===== src/rtl/pid_cfg_writer.sv =====
// Buffers host (addr, data) register writes in a small FIFO and replays them to a
// PID core as active-low write strobes, arbitrating against the PID iteration enable.
module pid_cfg_writer #(
  parameter int D_WIDTH    = 16,
  parameter int FIFO_DEPTH = 4,
  parameter int NUM_REGS   = 4
) (
  input  logic               clk,
  input  logic               rstb,
  input  logic               cfg_valid,
  output logic               cfg_ready,
  input  logic [D_WIDTH-1:0] cfg_addr,
  input  logic [D_WIDTH-1:0] cfg_data,
  input  logic               run_req,
  input  logic               stop_req,
  output logic               write_enable,
  output logic               iterate_enable,
  output logic [D_WIDTH-1:0] reg_addr,
  output logic [D_WIDTH-1:0] reg_data,
  output logic               busy,
  output logic               cfg_err
);

  localparam int PTR_W = $clog2(FIFO_DEPTH);
  localparam int CNT_W = PTR_W + 1;

  typedef enum logic [1:0] {IDLE, WRITE, RUN} state_t;

  state_t             state, state_next;
  logic               pending, pending_next;
  logic               iterate_next;
  logic [D_WIDTH-1:0] addr_mem [FIFO_DEPTH];
  logic [D_WIDTH-1:0] data_mem [FIFO_DEPTH];
  logic [PTR_W-1:0]   wr_ptr, rd_ptr;
  logic [CNT_W-1:0]   count;
  logic               empty, push, pop, last_pop, legal, run_eff;
  logic [D_WIDTH-1:0] head_addr, head_data;

  assign empty     = (count == '0);
  assign cfg_ready = (count < CNT_W'(FIFO_DEPTH));
  assign push      = cfg_valid && cfg_ready;
  assign pop       = (state == WRITE) && !empty;
  assign last_pop  = pop && (count == CNT_W'(1)) && !push;
  assign head_addr = addr_mem[rd_ptr];
  assign head_data = data_mem[rd_ptr];
  assign legal     = (head_addr < D_WIDTH'(NUM_REGS));
  assign run_eff   = run_req && !stop_req;
  assign busy      = (state == WRITE) || !empty;

  // NOTE: every signal written here gets a default first, so no path leaves one unassigned and infers a latch.
  always_comb begin
    state_next   = state;
    pending_next = pending && !stop_req;
    unique case (state)
      IDLE: begin
        if (!empty) begin
          state_next = WRITE;
          if (run_eff) pending_next = 1'b1;
        end else if (run_eff || pending_next) begin
          state_next   = RUN;
          pending_next = 1'b0;
        end
      end
      WRITE: begin
        if (run_eff) pending_next = 1'b1;
        if (last_pop || empty) begin
          state_next   = pending_next ? RUN : IDLE;
          pending_next = 1'b0;
        end
      end
      RUN: begin
        if (stop_req) state_next = IDLE;
      end
      default: state_next = IDLE;
    endcase
    // Leaving WRITE, the final strobe is still on the bus; hold off iteration one cycle.
    iterate_next = (state_next == RUN) && (state != WRITE);
  end

  // NOTE: sequential state uses non-blocking assignments so every register samples pre-edge values.
  always_ff @(posedge clk or negedge rstb) begin
    if (!rstb) begin
      state          <= IDLE;
      pending        <= 1'b0;
      wr_ptr         <= '0;
      rd_ptr         <= '0;
      count          <= '0;
      write_enable   <= 1'b1;
      iterate_enable <= 1'b0;
      reg_addr       <= '0;
      reg_data       <= '0;
      cfg_err        <= 1'b0;
    end else begin
      state          <= state_next;
      pending        <= pending_next;
      iterate_enable <= iterate_next;
      write_enable   <= !(pop && legal);
      if (push) wr_ptr <= wr_ptr + 1'b1;
      if (pop)  rd_ptr <= rd_ptr + 1'b1;
      unique case ({push, pop})
        2'b10:   count <= count + 1'b1;
        2'b01:   count <= count - 1'b1;
        default: count <= count;
      endcase
      if (pop && legal) begin
        reg_addr <= head_addr;
        reg_data <= head_data;
      end
      if (pop && !legal) cfg_err <= 1'b1;
    end
  end

  // NOTE: storage is not reset; the pointers and count alone decide which entries are valid.
  always_ff @(posedge clk) begin
    if (push) begin
      addr_mem[wr_ptr] <= cfg_addr;
      data_mem[wr_ptr] <= cfg_data;
    end
  end

endmodule


===== config.mk =====
export PLATFORM = sky130hd
export DESIGN_NAME = pid_cfg_writer
export DESIGN_NICKNAME = d
export VERILOG_FILES = /design/src/rtl/pid_cfg_writer.sv
export SDC_FILE = /design/constraint.sdc
export NUM_CORES = 1
export LEC_CHECK = 0
export CAP_MARGIN = 30
export CORE_MARGIN = 3
export CORE_UTILIZATION = 55
export DETAILED_ROUTE_END_ITERATION = 7
export PLACE_DENSITY = 0.76
export SKIP_CTS_REPAIR_TIMING = 1
export SYNTH_ARGS = -nofsm -noshare
export SYNTH_HDL_FRONTEND = slang
export SYNTH_SLANG_ARGS = --single-unit

===== constraint.sdc =====
create_clock -name clk -period 2.1 [get_ports clk]
set_input_delay 0.525 -clock clk [delete_from_list [all_inputs] [get_ports clk]]
set_output_delay 0.525 -clock clk [all_outputs]
set_load 0.05 [all_outputs]

After elaboration in Yosys (flattened, before gate mapping)

Memory sizes are Yosys's and may differ from the RTL's. A register that Yosys moved wholly into a read port is not among the register bits.
Cells that the tools add are included.
Widths: inputs -> output; s select.

Memory bits (read-only): 0
Bits in latches: 0
Logic and storage cells: 60
Memories: 2
Bits in writable memories: 128
Register bits after elaboration: 29

Memory list:

| memory   | words | bits a word | read ports | clocked after Yosys merged registers in | wr ports | RTL line | source |
|---|---|---|---|---|---|---|---|
| addr_mem | 4     | 16          | 1          | 0                                       | 1        | 32       | `logic [D_WIDTH-1:0] addr_mem [FIFO_DEPTH];` |
| data_mem | 4     | 16          | 1          | 1                                       | 1        | 33       | `logic [D_WIDTH-1:0] data_mem [FIFO_DEPTH];` |

Bitwise operators: 0
Div/mod/pow operators: 0
Magnitude comparators: 2
Add/subtract/negate cells: 4
Equality and inequality tests: 7
Reductions and logical operators: 21
Multiplexer cells: 15
Shifts and indexed selects: 0
$mul: 0

Operators by type and width:

| cell                | number |
|---|---|
| $lt 16x3->1 const B | 1 |
| $mux 2              | 5 |
| $logic_and 1x1->1   | 9 |
| $mux 1              | 7 |
| $eq 2x2->1 const B  | 3 |
| $logic_not 1->1     | 6 |
| $pmux 2 s3          | 1 |
| $pmux 3 s2          | 1 |
| $add 2x1->2 const B | 2 |
| $eq 2x1->1 const B  | 2 |
| $add 3x1->3 const B | 1 |
| $eq 3x1->1 const B  | 1 |
| $logic_not 3->1     | 1 |
| $logic_or 1x1->1    | 3 |
| $lt 3x3->1 const B  | 1 |
| $sub 3x1->3 const B | 1 |
| $logic_not 2->1     | 1 |
| $ne 2x1->1 const B  | 1 |
| $pmux 1 s2          | 1 |
| $reduce_bool 2->1   | 1 |

Longest topological paths before layout

Gate-level depths: netlist (run 1).

Depth after elaboration: 10
Depth in mapped cells: 8
Depth with buffers taken out: 8

Worst setup path after synthesis (run 1)

No wires, ideal clock.

Path kind: register to register
Start: reg count[2]
End: mem addr_mem[0][0] (enable)
Library setup time: 392 ps
Period minus slack after synthesis: 2096 ps
Buffers on the path: 0
Slack: 4 ps
Cell stages (with the launch flop): 3
Arrival time: 1704 ps
Cell sequence: dfrtp_1 inv_1 and3_1

Cells in the longest elaborated chain, start to end: 4

RTL lines:

| what                         | RTL line | source |
|---|---|---|
| from (decl)                  | 35       | `logic [CNT_W-1:0] count;` |
| from (signal assigned)       | 101      | `2'b10: count <= count + 1'b1;` |
| from (signal assigned)       | 102      | `2'b01: count <= count - 1'b1;` |
| from (signal assigned)       | 103      | `default: count <= count;` |
| $lt 3x3->1                   | 40       | `assign cfg_ready = (count < CNT_W'(FIFO_DEPTH));` |
| net cfg_ready                | 11       | `output logic cfg_ready,` |
| $logic_and 1x1->1            | 41       | `assign push = cfg_valid && cfg_ready;` |
| $mux 1                       | 115      | `if (push) begin` |
| $mux 1 (implied by the code) | 116      | `addr_mem[wr_ptr] <= cfg_addr;` |
| to (decl)                    | 32       |  |

The timed path passes the listed nets, and every way through them passes these cells.

Worst setup path after layout (run 1)

Start: reg iterate_enable
End: out iterate_enable

RTL lines:

| what                   | RTL line | source |
|---|---|---|
| from (decl)            | 17       | `output logic iterate_enable,` |
| from (signal assigned) | 96       | `iterate_enable <= iterate_next;` |

No word-level cell between the ends.

==> results of run 1 <==
[cell type report]
cell class | instances | area, um^2
clock inverter | 11 | 132.6
sequential | 173 | 4972
inverter | 8 | 30.03
timing repair buffer | 85 | 952.2
tap | 140 | 175.2
multi-input combinational | 128 | 1316
clock buffer | 21 | 470.5
fill | 675 | 3029
[worst max-delay path by stage]
stage                               from  slack (ps)             end  cells past startpoint
final                     iterate_enable          50  iterate_enable                      1
after global routing            count[0]         -30            busy                      5
after CTS                       count[0]        -150            busy                      5
after detailed placement       cfg_valid          70        count[2]                      8
after global placement         cfg_valid         120        count[2]                      7
after floorplan                 count[2]           4  addr_mem[0][0]                      2
[report_power, final]
group | switching (mW) | internal (mW) | total [mW]
clock network | 1.26 | 1.86 | 3.12
registers | 0.210 | 4.16 | 4.37
logic | 0.953 | 0.842 | 1.80
[layer usage]
layer | wire length (um) | up-vias
met3 | 595 | 14
met2 | 5580 | 86
met4 | 92 | 0
li1 | - | 1415
met1 | 4290 | 1587
met5 | 0 | -
[cells in the final DEF, fill, tap and decap left out, drive strengths merged, types with 3 or more instances in the layout]
| master | synthesis | routed |
|---|---|---|
| edfxtp | 128 | 128 |
| nor4 | 12 | 12 |
| buf | 8 | 17 |
| and3 | 4 | 4 |
| xnor2 | 5 | 5 |
| nor2 | 10 | 10 |
| inv | 7 | 11 |
| dfrtp | 44 | 44 |
| nor3 | 3 | 3 |
| nand3 | 5 | 5 |
| and2 | 14 | 14 |
| nand4 | 5 | 5 |
| mux4 | 18 | 18 |
| dlymetal6s2s | 0 | 32 |
| ha | 9 | 9 |
| clkinvlp | 0 | 5 |
| a21oi | 4 | 4 |
| nand2 | 8 | 8 |
| clkdlybuf4s50 | 0 | 36 |
| clkbuf | 1 | 21 |
| mux2 | 18 | 18 |
| nor2b | 3 | 3 |
[state kept, by name, summed over array words and instances (netlist names)]
| signal | count |
|---|---|
| iterate_enable | 1 |
| reg_data | 16 |
| write_enable | 1 |
| rd_ptr | 2 |
| wr_ptr | 2 |
| data_mem | 64 |
| reg_addr | 16 |
| state | 2 |
| pending | 1 |
| count | 3 |
| addr_mem | 64 |
| cfg_err | 1 |
[kinds of logic (layout without fill, tap and decap cells)]
group	after synthesis	count (layout)	share of synthesized area (%)
xor gates and xnor gates	6	6	0.8260
AOI/OAI and AO/OA	11	11	1.200
and+or+nand+nor	65	65	5.958
buffers and inverters	17	125	1.455
muxes	37	37	10.66
adders and majority gates	9	9	1.770
DFF	173	173	78.13
==> flow_summary.toml, run 1 <==
[synth]
synth-seq-cells = 173
synth_area_leader_cell = "sky130_fd_sc_hd__edfxtp_1"
syn_nets = 364
synth.top_cells.by_count = "sky130_fd_sc_hd__edfxtp_1 (128), sky130_fd_sc_hd__dfrtp_1 (44), sky130_fd_sc_hd__mux4_2 (18)"
synth.lib_cells_used.distinct = 34
synth_warn = 0
syn_std_cell_area_um2 = 6362
netlist.area_leader.share_pct = 60.41
synthFlopType = "sky130_fd_sc_hd__edfxtp_1"
syn-instance-count = 318
postSynth.asyncResetShare_pct = 26.01
largest_cells_by_area_after_synthesis = "sky130_fd_sc_hd__edfxtp_1 (60%), sky130_fd_sc_hd__dfrtp_1 (17%), sky130_fd_sc_hd__mux4_2 (6.4%), sky130_fd_sc_hd__mux2_4 (3.8%), sky130_fd_sc_hd__ha_1 (1.8%)"
synth_edf_count = 128
mapped_avg_cell_area_um2 = 20.01
synth.most_common_cell = "sky130_fd_sc_hd__edfxtp_1"
seq_area_frac_synth_pct = 78.13

[global_route]
antenna_found_initial = 0
grt_pass1_wl_um = 16820
grt_busiest_layer = "met2"
grtUsageMet3_pct = 5.093
met1_capacity_usage_during_global_routing_pct = 22.08
groute.layer.met2.usage_pct = 29.68
grt_remaining_overflow = 0
grt_start_max_net_pins = 46
grt_pass1_vias = 3282
grt_util_all_layers_pct = 17.60

[setup_path]
cp.arrival_ps = 1530
crit_chain = "clkdlybuf4s50_1"
critical_path.slowest_cell = "sky130_fd_sc_hd__clkdlybuf4s50_1"
regToRegEndpoint = "reg_data[3]"
r2r_start = "addr_mem[3][6]"
critical_path.startpoint_type = "register"
timing.critical_path.fanout_max = 1
endpoint_kind = "primary output"
reg2reg_depth = 6
crit_required_ps = 1570
cp_top_family = "buffers and inverters"
path_class = "register to primary output"
crit_buf_inv = 1
setup.reg_to_reg.worst_slack_ps = 220
max_stage_delay_on_crit_path_ps = 790

[floorplanning]
top_level_ports = 74
start_util_pct = 57.43
die-width_um = 113.6
die_y_um = 113.6
floorplan.core_area_um2 = 11080
fp-row-count = 38
die-area_um2 = 12890

[final_layout]
stdcell_area_um2 = 8049
final_net_count = 459
antenna-diode-count = 0
ratio_of_cells_with_drive_above_1_in_the_final_layout_pct = 23.47
final_core_util_pct = 72.66
area_growth_syn_to_layout_pct = 26.51
layout.cells.non_filler = 566

[clock_network]
cts_inserted_buffers = 17
clk_pin_slew_worst_paths_ps = 60
cts_htree_levels = 4
worstSkewPairLatency_ps = 420
tritoncts_num_sinks = 173
cts_buffer_depth = 2
tritoncts = "yes"
root_buffer = "sky130_fd_sc_hd__clkbuf_16"

[detailed_routing]
post_detailed_routing_wire_length_um = 10560
drc = 0
routed-via-count = 3102
wire_per_inst_um = 18.65
detail_route.iter0.violations = 165
drtPass1Iterations = 5
route.antenna.remaining_nets = 0
routed_via_density = 5.481

[placed_design]
placed_area_um2 = 7350
port_buffers = 73
place_congestion = 0.7762
dpl_worst_slack_ps = 74.55
post-dp-hpwl_um = 6516
dp.cells = 534

[power]
finalPower_mw = 9.281
power.static_leakage_nw = 3.546
power_per_cell_area_nw_per_um2 = 1153
vdd_ir_drop_max_mv = 0.8120

[sta]
fin_max_slew_vios = 0
setup_viol = 0
worst_pin_slew_ps = 591.8
clock.fmax_ghz = 0.4876
worst_slack_ps = 49.06
max-slew-margin-rel_pct = 60.55
post-route-period-util_pct = 97.66
min_period_ps = 2051
timing.hold.ws_ps = 193.5
hold_viol = 0
clock_skew_ps = 10.55
final.setup.tns_ps = 0

[outcome]
run_status = "finished, final reports clean"

[job]
drv_cap = 0

[min_path]
worstHoldPathType = "input pin to async pin"
Note: power is estimated with default switching activity, not from simulation.
==> run 2: changes to the inputs <==
CORE_ASPECT_RATIO = 0.8   (was unset)
==> run 2 against run 1 <==
Die area about the same. Sequential share of layout area decreased by 0.43 points. Global-route usage increased by 0.57 points. Flip-flop and latch count unchanged. Routed wire length increased by 3.7%. Critical path depth unchanged. Clock skew about the same. Hold slack got worse by 130 ps. Final cell count increased by 1.1%. Critical path type unchanged. Register-to-register slack got worse by 100 ps. Sequential power about the same.
==> flow_summary.toml, run 2 (same netlist as run 1, synthesis figures left out) <==
[final_layout]
layout_commonest_cell = "sky130_fd_sc_hd__edfxtp_1"
largestRegisters = "addr_mem x64, data_mem x64"
stdcell_area_um2 = 8105
most-common-layout-cells = "sky130_fd_sc_hd__edfxtp_1 (128), sky130_fd_sc_hd__dfrtp_1 (43), sky130_fd_sc_hd__clkdlybuf4s50_1 (36)"
antenna-diode-count = 0
n_fill_cell = 647
layout.cells.non_filler = 572
final_net_count = 461
ratio_of_cells_with_drive_above_1_in_the_final_layout_pct = 22.43
area_growth_syn_to_layout_pct = 27.39

[setup_path]
path_class = "register to primary output"
critical_path.slowest_cell = "sky130_fd_sc_hd__clkdlybuf4s50_1"
endpoint_kind = "primary output"
r2r_start = "count[0]"
crit_buf_inv = 1
cp_top_family = "buffers and inverters"
max_stage_delay_on_crit_path_ps = 800
crit_chain = "clkdlybuf4s50_1"
startpoint = "iterate_enable"
crit_required_ps = 1570
cp.arrival_ps = 1540
timing.critical_path.fanout_max = 1
critical_path.startpoint_type = "register"

[detailed_routing]
drc = 0
drtPass1Iterations = 4
routed-via-count = 3127
post_detailed_routing_wire_length_um = 10950
detail_route.iter0.violations = 209
route.antenna.remaining_nets = 0
wire_per_inst_um = 19.14
routed_via_density = 5.467

[power]
power_per_cell_area_nw_per_um2 = 1166
p_int_mw = 7.015
p_seq_share_pct = 46.1
vdd_ir_drop_max_mv = 0.7300
power.share.combinational_pct = 19.4
power.static_leakage_nw = 3.580
p_switching_mw = 2.435
power_frac_clock_pct = 34.4
power.share.switching_pct = 25.77
finalPower_mw = 9.450

[floorplanning]
start_util_pct = 57.52
floorplan.core_area_um2 = 11060
fp-row-count = 34
die-area_um2 = 12900
die-width_um = 126.3
die_y_um = 102.2
top_level_ports = 74

[clock_network]
tritoncts = "yes"
root_buffer = "sky130_fd_sc_hd__clkbuf_16"
worstSkewPairLatency_ps = 420
cts_buffer_depth = 2
cts_htree_levels = 4
clk_pin_slew_worst_paths_ps = 60
cts_inserted_buffers = 17
tritoncts_num_sinks = 173

[placed_design]
placed_area_um2 = 7387
post-dp-hpwl_um = 6738
place_congestion = 0.7965
dpl_worst_slack_ps = 95.86
port_buffers = 73
dp.cells = 539

[global_route]
grt_util_all_layers_pct = 18.17
grt_start_max_net_pins = 33
antenna_found_initial = 0
grt_pass1_vias = 3308
grt_remaining_overflow = 0
grt_pass1_wl_um = 17380

[sta]
min_period_ps = 2061
worst_slack_ps = 39.40
fin_max_slew_vios = 0
hold_viol = 0
max-slew-margin-rel_pct = 63.69
clock.fmax_ghz = 0.4853
final.setup.tns_ps = 0
worst_pin_slew_ps = 543.7
setup_viol = 0
post-route-period-util_pct = 98.12
clock_skew_ps = 10.43

[job]
drv_cap = 0

[min_path]
worstHoldPathType = "input pin to async pin"

[outcome]
run_status = "finished, final reports clean"
## run 2: cell type report
| class | instances | area [um^2] | area share (%) |
|---|---|---|---|
| multi-input combinational | 128 | 1311 | 16.18 |
| clock inverter | 14 | 190.2 | 2.346 |
| timing repair buffer | 87 | 992.2 | 12.24 |
| inverter | 8 | 30.03 | 0.3705 |
| sequential | 173 | 4972 | 61.35 |
| clock buffer | 18 | 429.2 | 5.295 |
| tap | 144 | 180.2 | 2.223 |
## run 2: worst register-to-register path, delay by kind of cell (launching register included)
family	cells	cell delay (ps)
simple gates	3	470
buf+inv	3	390
mux	1	360
flops	1	420
fa+ha+maj	1	220
## run 2: final timing paths
| check | end | slack (ps) | cells past startpoint |
|---|---|---|---|
| setup / recovery | iterate_enable | 40 | 1 |
| hold / removal | reg_addr[7] | 70 | 1 |
| setup reg to reg | reg_data[10] | 120 | 8 |
| hold reg to reg | state[0] | 470 | 1 |
| max in group asynchronous | write_enable | 1380 | 2 |
| min in group clk | state[0] | 470 | 1 |
## run 2: through the flow
step / utilization (%) / hold WS (ps)
final: 73.28 / 66.09
after global routing: 73.28 / 68.75
after CTS: 72.39 / 53.79
after detailed placement: 66.79 / 452.5
after global placement: 66.79 / 456.4
after floorplan: - / 229.4
## run 2: power by group through the flow
| stage | clock [mW] | combinational, mW | sequential [mW] |
|---|---|---|---|
| floorplan | 0 | 1.31 | 4.36 |
| global placement | 0 | 1.78 | 4.40 |
| detailed placement | 0 | 1.83 | 4.42 |
| CTS | 3.33 | 1.84 | 4.35 |
| global route | 3.46 | 2.02 | 4.40 |
| finish | 3.26 | 1.84 | 4.36 |
## run 2: metal layers
metal	part of all wire (%)	track usage, %	vias up
li1	-	-	1432
met1	45	24.08	1601
met2	50	29.22	84
met3	4.5	5.120	10
met4	0.93	7.255	0
met5	0	0	-
==> run 3: changes to the inputs <==
GPL_TIMING_DRIVEN = 0   (was unset)
PLACE_DENSITY = 0.85   (was 0.76)
TNS_END_PERCENT = 50   (was unset)
==> run 3 against run 2 <==
Sequential share of layout area grew 1.2 points. Global-route usage up 0.82 points. Register-to-register slack hardly changed. Design area shrank 1.9%. Routed wire length grew 6.9%. Setup slack worse by 15 ps. Core utilization down 1.4 points. Sequential power hardly changed. Via count rose by 1.2%. Hold slack better by 7.4 ps. Largest power group unchanged.
==> flow_summary.toml, run 3 (same netlist as run 1, synthesis figures left out) <==
[clock_network]
tritoncts = "yes"
cts_buffer_depth = 2
cts_htree_levels = 4
clk_pin_slew_worst_paths_ps = 60
worstSkewPairLatency_ps = 420
cts_inserted_buffers = 17
tritoncts_num_sinks = 173
root_buffer = "sky130_fd_sc_hd__clkbuf_16"

[final_layout]
area_growth_syn_to_layout_pct = 25.01
most-common-layout-cells = "sky130_fd_sc_hd__edfxtp_1 (128), sky130_fd_sc_hd__dfrtp_1 (44), sky130_fd_sc_hd__clkdlybuf4s50_1 (36)"
n_fill_cell = 657
stdcell_area_um2 = 7954
ratio_of_cells_with_drive_above_1_in_the_final_layout_pct = 20.05
largestRegisters = "addr_mem x64, data_mem x64"
layout_commonest_cell = "sky130_fd_sc_hd__edfxtp_1"
final_net_count = 457
antenna-diode-count = 0
layout.cells.non_filler = 568

[floorplanning]
top_level_ports = 74
die-area_um2 = 12900
fp-row-count = 34
floorplan.core_area_um2 = 11060
start_util_pct = 57.52
die_y_um = 102.2
die-width_um = 126.3

[placed_design]
placed_area_um2 = 7293
place_congestion = 0.7506
dpl_worst_slack_ps = -190.3
post-dp-hpwl_um = 7346
dp.cells = 536
port_buffers = 73

[power]
power.static_leakage_nw = 3.529
p_seq_share_pct = 47.4
power.share.switching_pct = 26.02
power.share.combinational_pct = 19.8
p_int_mw = 6.746
vdd_ir_drop_max_mv = 0.9428
power_frac_clock_pct = 32.7
p_switching_mw = 2.372
power_per_cell_area_nw_per_um2 = 1146

[sta]
clock_skew_ps = 9.871
fin_max_slew_vios = 0
worst_pin_slew_ps = 850.8
hold_viol = 0
setup_viol = 0
min_period_ps = 2075
max-slew-margin-rel_pct = 43.28
post-route-period-util_pct = 98.82
worst_slack_ps = 24.80
timing.hold.ws_ps = 73.54
rsz0062_at_grt = "true"
clock.fmax_ghz = 0.4819

[global_route]
grt_pass1_vias = 3355
grt_util_all_layers_pct = 18.99
antenna_found_initial = 0
grt_pass1_wl_um = 18060
grt_remaining_overflow = 0
grt_start_max_net_pins = 33

[setup_path]
endpoint_kind = "primary output"
regToRegEndpoint = "reg_data[11]"
cp.arrival_ps = 1550
crit_buf_inv = 1
crit_required_ps = 1570
critical_path.slowest_cell = "sky130_fd_sc_hd__clkdlybuf4s50_1"
crit_chain = "clkdlybuf4s50_1"
r2r_start = "rd_ptr[0]"
cp_top_family = "buffers and inverters"
timing.critical_path.fanout_max = 1
max_stage_delay_on_crit_path_ps = 810
critical_path.startpoint_type = "register"
setup.reg_to_reg.worst_slack_ps = 120
reg2reg_depth = 7
path_class = "register to primary output"

[min_path]
worstHoldPathType = "input pin to async pin"

[detailed_routing]
routed_via_density = 5.569
routed-via-count = 3163
drtPass1Iterations = 4
route.antenna.remaining_nets = 0
post_detailed_routing_wire_length_um = 11700
drc = 0
wire_per_inst_um = 20.60
detail_route.iter0.violations = 239

[job]
drv_cap = 0

[outcome]
run_status = "finished, final reports clean"
[run 3: changes by cell type in the layout (fill, tap and decap cells not counted), moves of 2 or more]
cell                             previous run  this run
sky130_fd_sc_hd__buf_12                     7         1
sky130_fd_sc_hd__clkinv_1                   4         1
sky130_fd_sc_hd__bufinv_16                  4         1
sky130_fd_sc_hd__clkinv_2                   0         4
sky130_fd_sc_hd__dlymetal6s2s_1            32        35
sky130_fd_sc_hd__buf_6                      1         3
sky130_fd_sc_hd__clkinvlp_4                 2         0
sky130_fd_sc_hd__clkbuf_1                   1         7
sky130_fd_sc_hd__clkbuf_16                 17        19
sky130_fd_sc_hd__inv_6                      4         0
sky130_fd_sc_hd__buf_4                     10         1
sky130_fd_sc_hd__buf_2                      1         6
[run 3: layer usage]
metal / global-route usage, % / vias up / wire (um)
li1: - / 1417 / -
met1: 25.00 / 1637 / 5133
met2: 31.14 / 97 / 5909
met3: 4.859 / 12 / 516
met4: 7.502 / 0 / 143
met5: 0 / - / 0
[run 3: per-stage QoR]
| step | utilization (%) | setup TNS [ps] | total power [mW] |
|---|---|---|---|
| floorplan | - | 0 | 5.662 |
| finish | 71.91 | 0 | 9.118 |
| global placement | 65.76 | -121790 | 6.094 |
| CTS | 71.07 | -1818 | 9.173 |
| global route | 71.91 | -56.80 | 9.516 |
| detailed placement | 65.94 | -15520 | 6.207 |
[run 3: how the worst max path moves through the flow]
stage                                end  slack, ps  depth (start not counted)           start
final                     iterate_enable         20                          1  iterate_enable
after detailed placement            busy       -190                          5        count[0]
after global routing                busy        -60                          5        count[1]
after floorplan           addr_mem[0][0]          4                          2        count[2]
after global placement       reg_addr[0]       -790                          1            rstb
after CTS                           busy       -650                          5        count[0]
[run 3: final cells by class]
cell class	count	area [um^2]	share of cell area [%]
plain buffers	9	62.56	0.7865
clock buffers	26	511.7	6.434
clock inverters	6	56.30	0.7079
inverters	8	30.03	0.3775
multi-input cells	128	1311	16.49
flip-flops and latches	173	4971	62.50
well taps	144	180.2	2.265
repair buffers	74	830.8	10.45
[run 3: power by group through the flow]
stage          Sequential (mW)  Combinational, mW  Clock (mW)
2_1_floorplan             4.36               1.31           0
3_3_place_gp              4.36               1.73           0
3_5_place_dp              4.38               1.82           0
4_1_cts                   4.32               1.83        3.02
5_1_grt                   4.36               2.00        3.16
6_report                  4.33               1.81        2.98
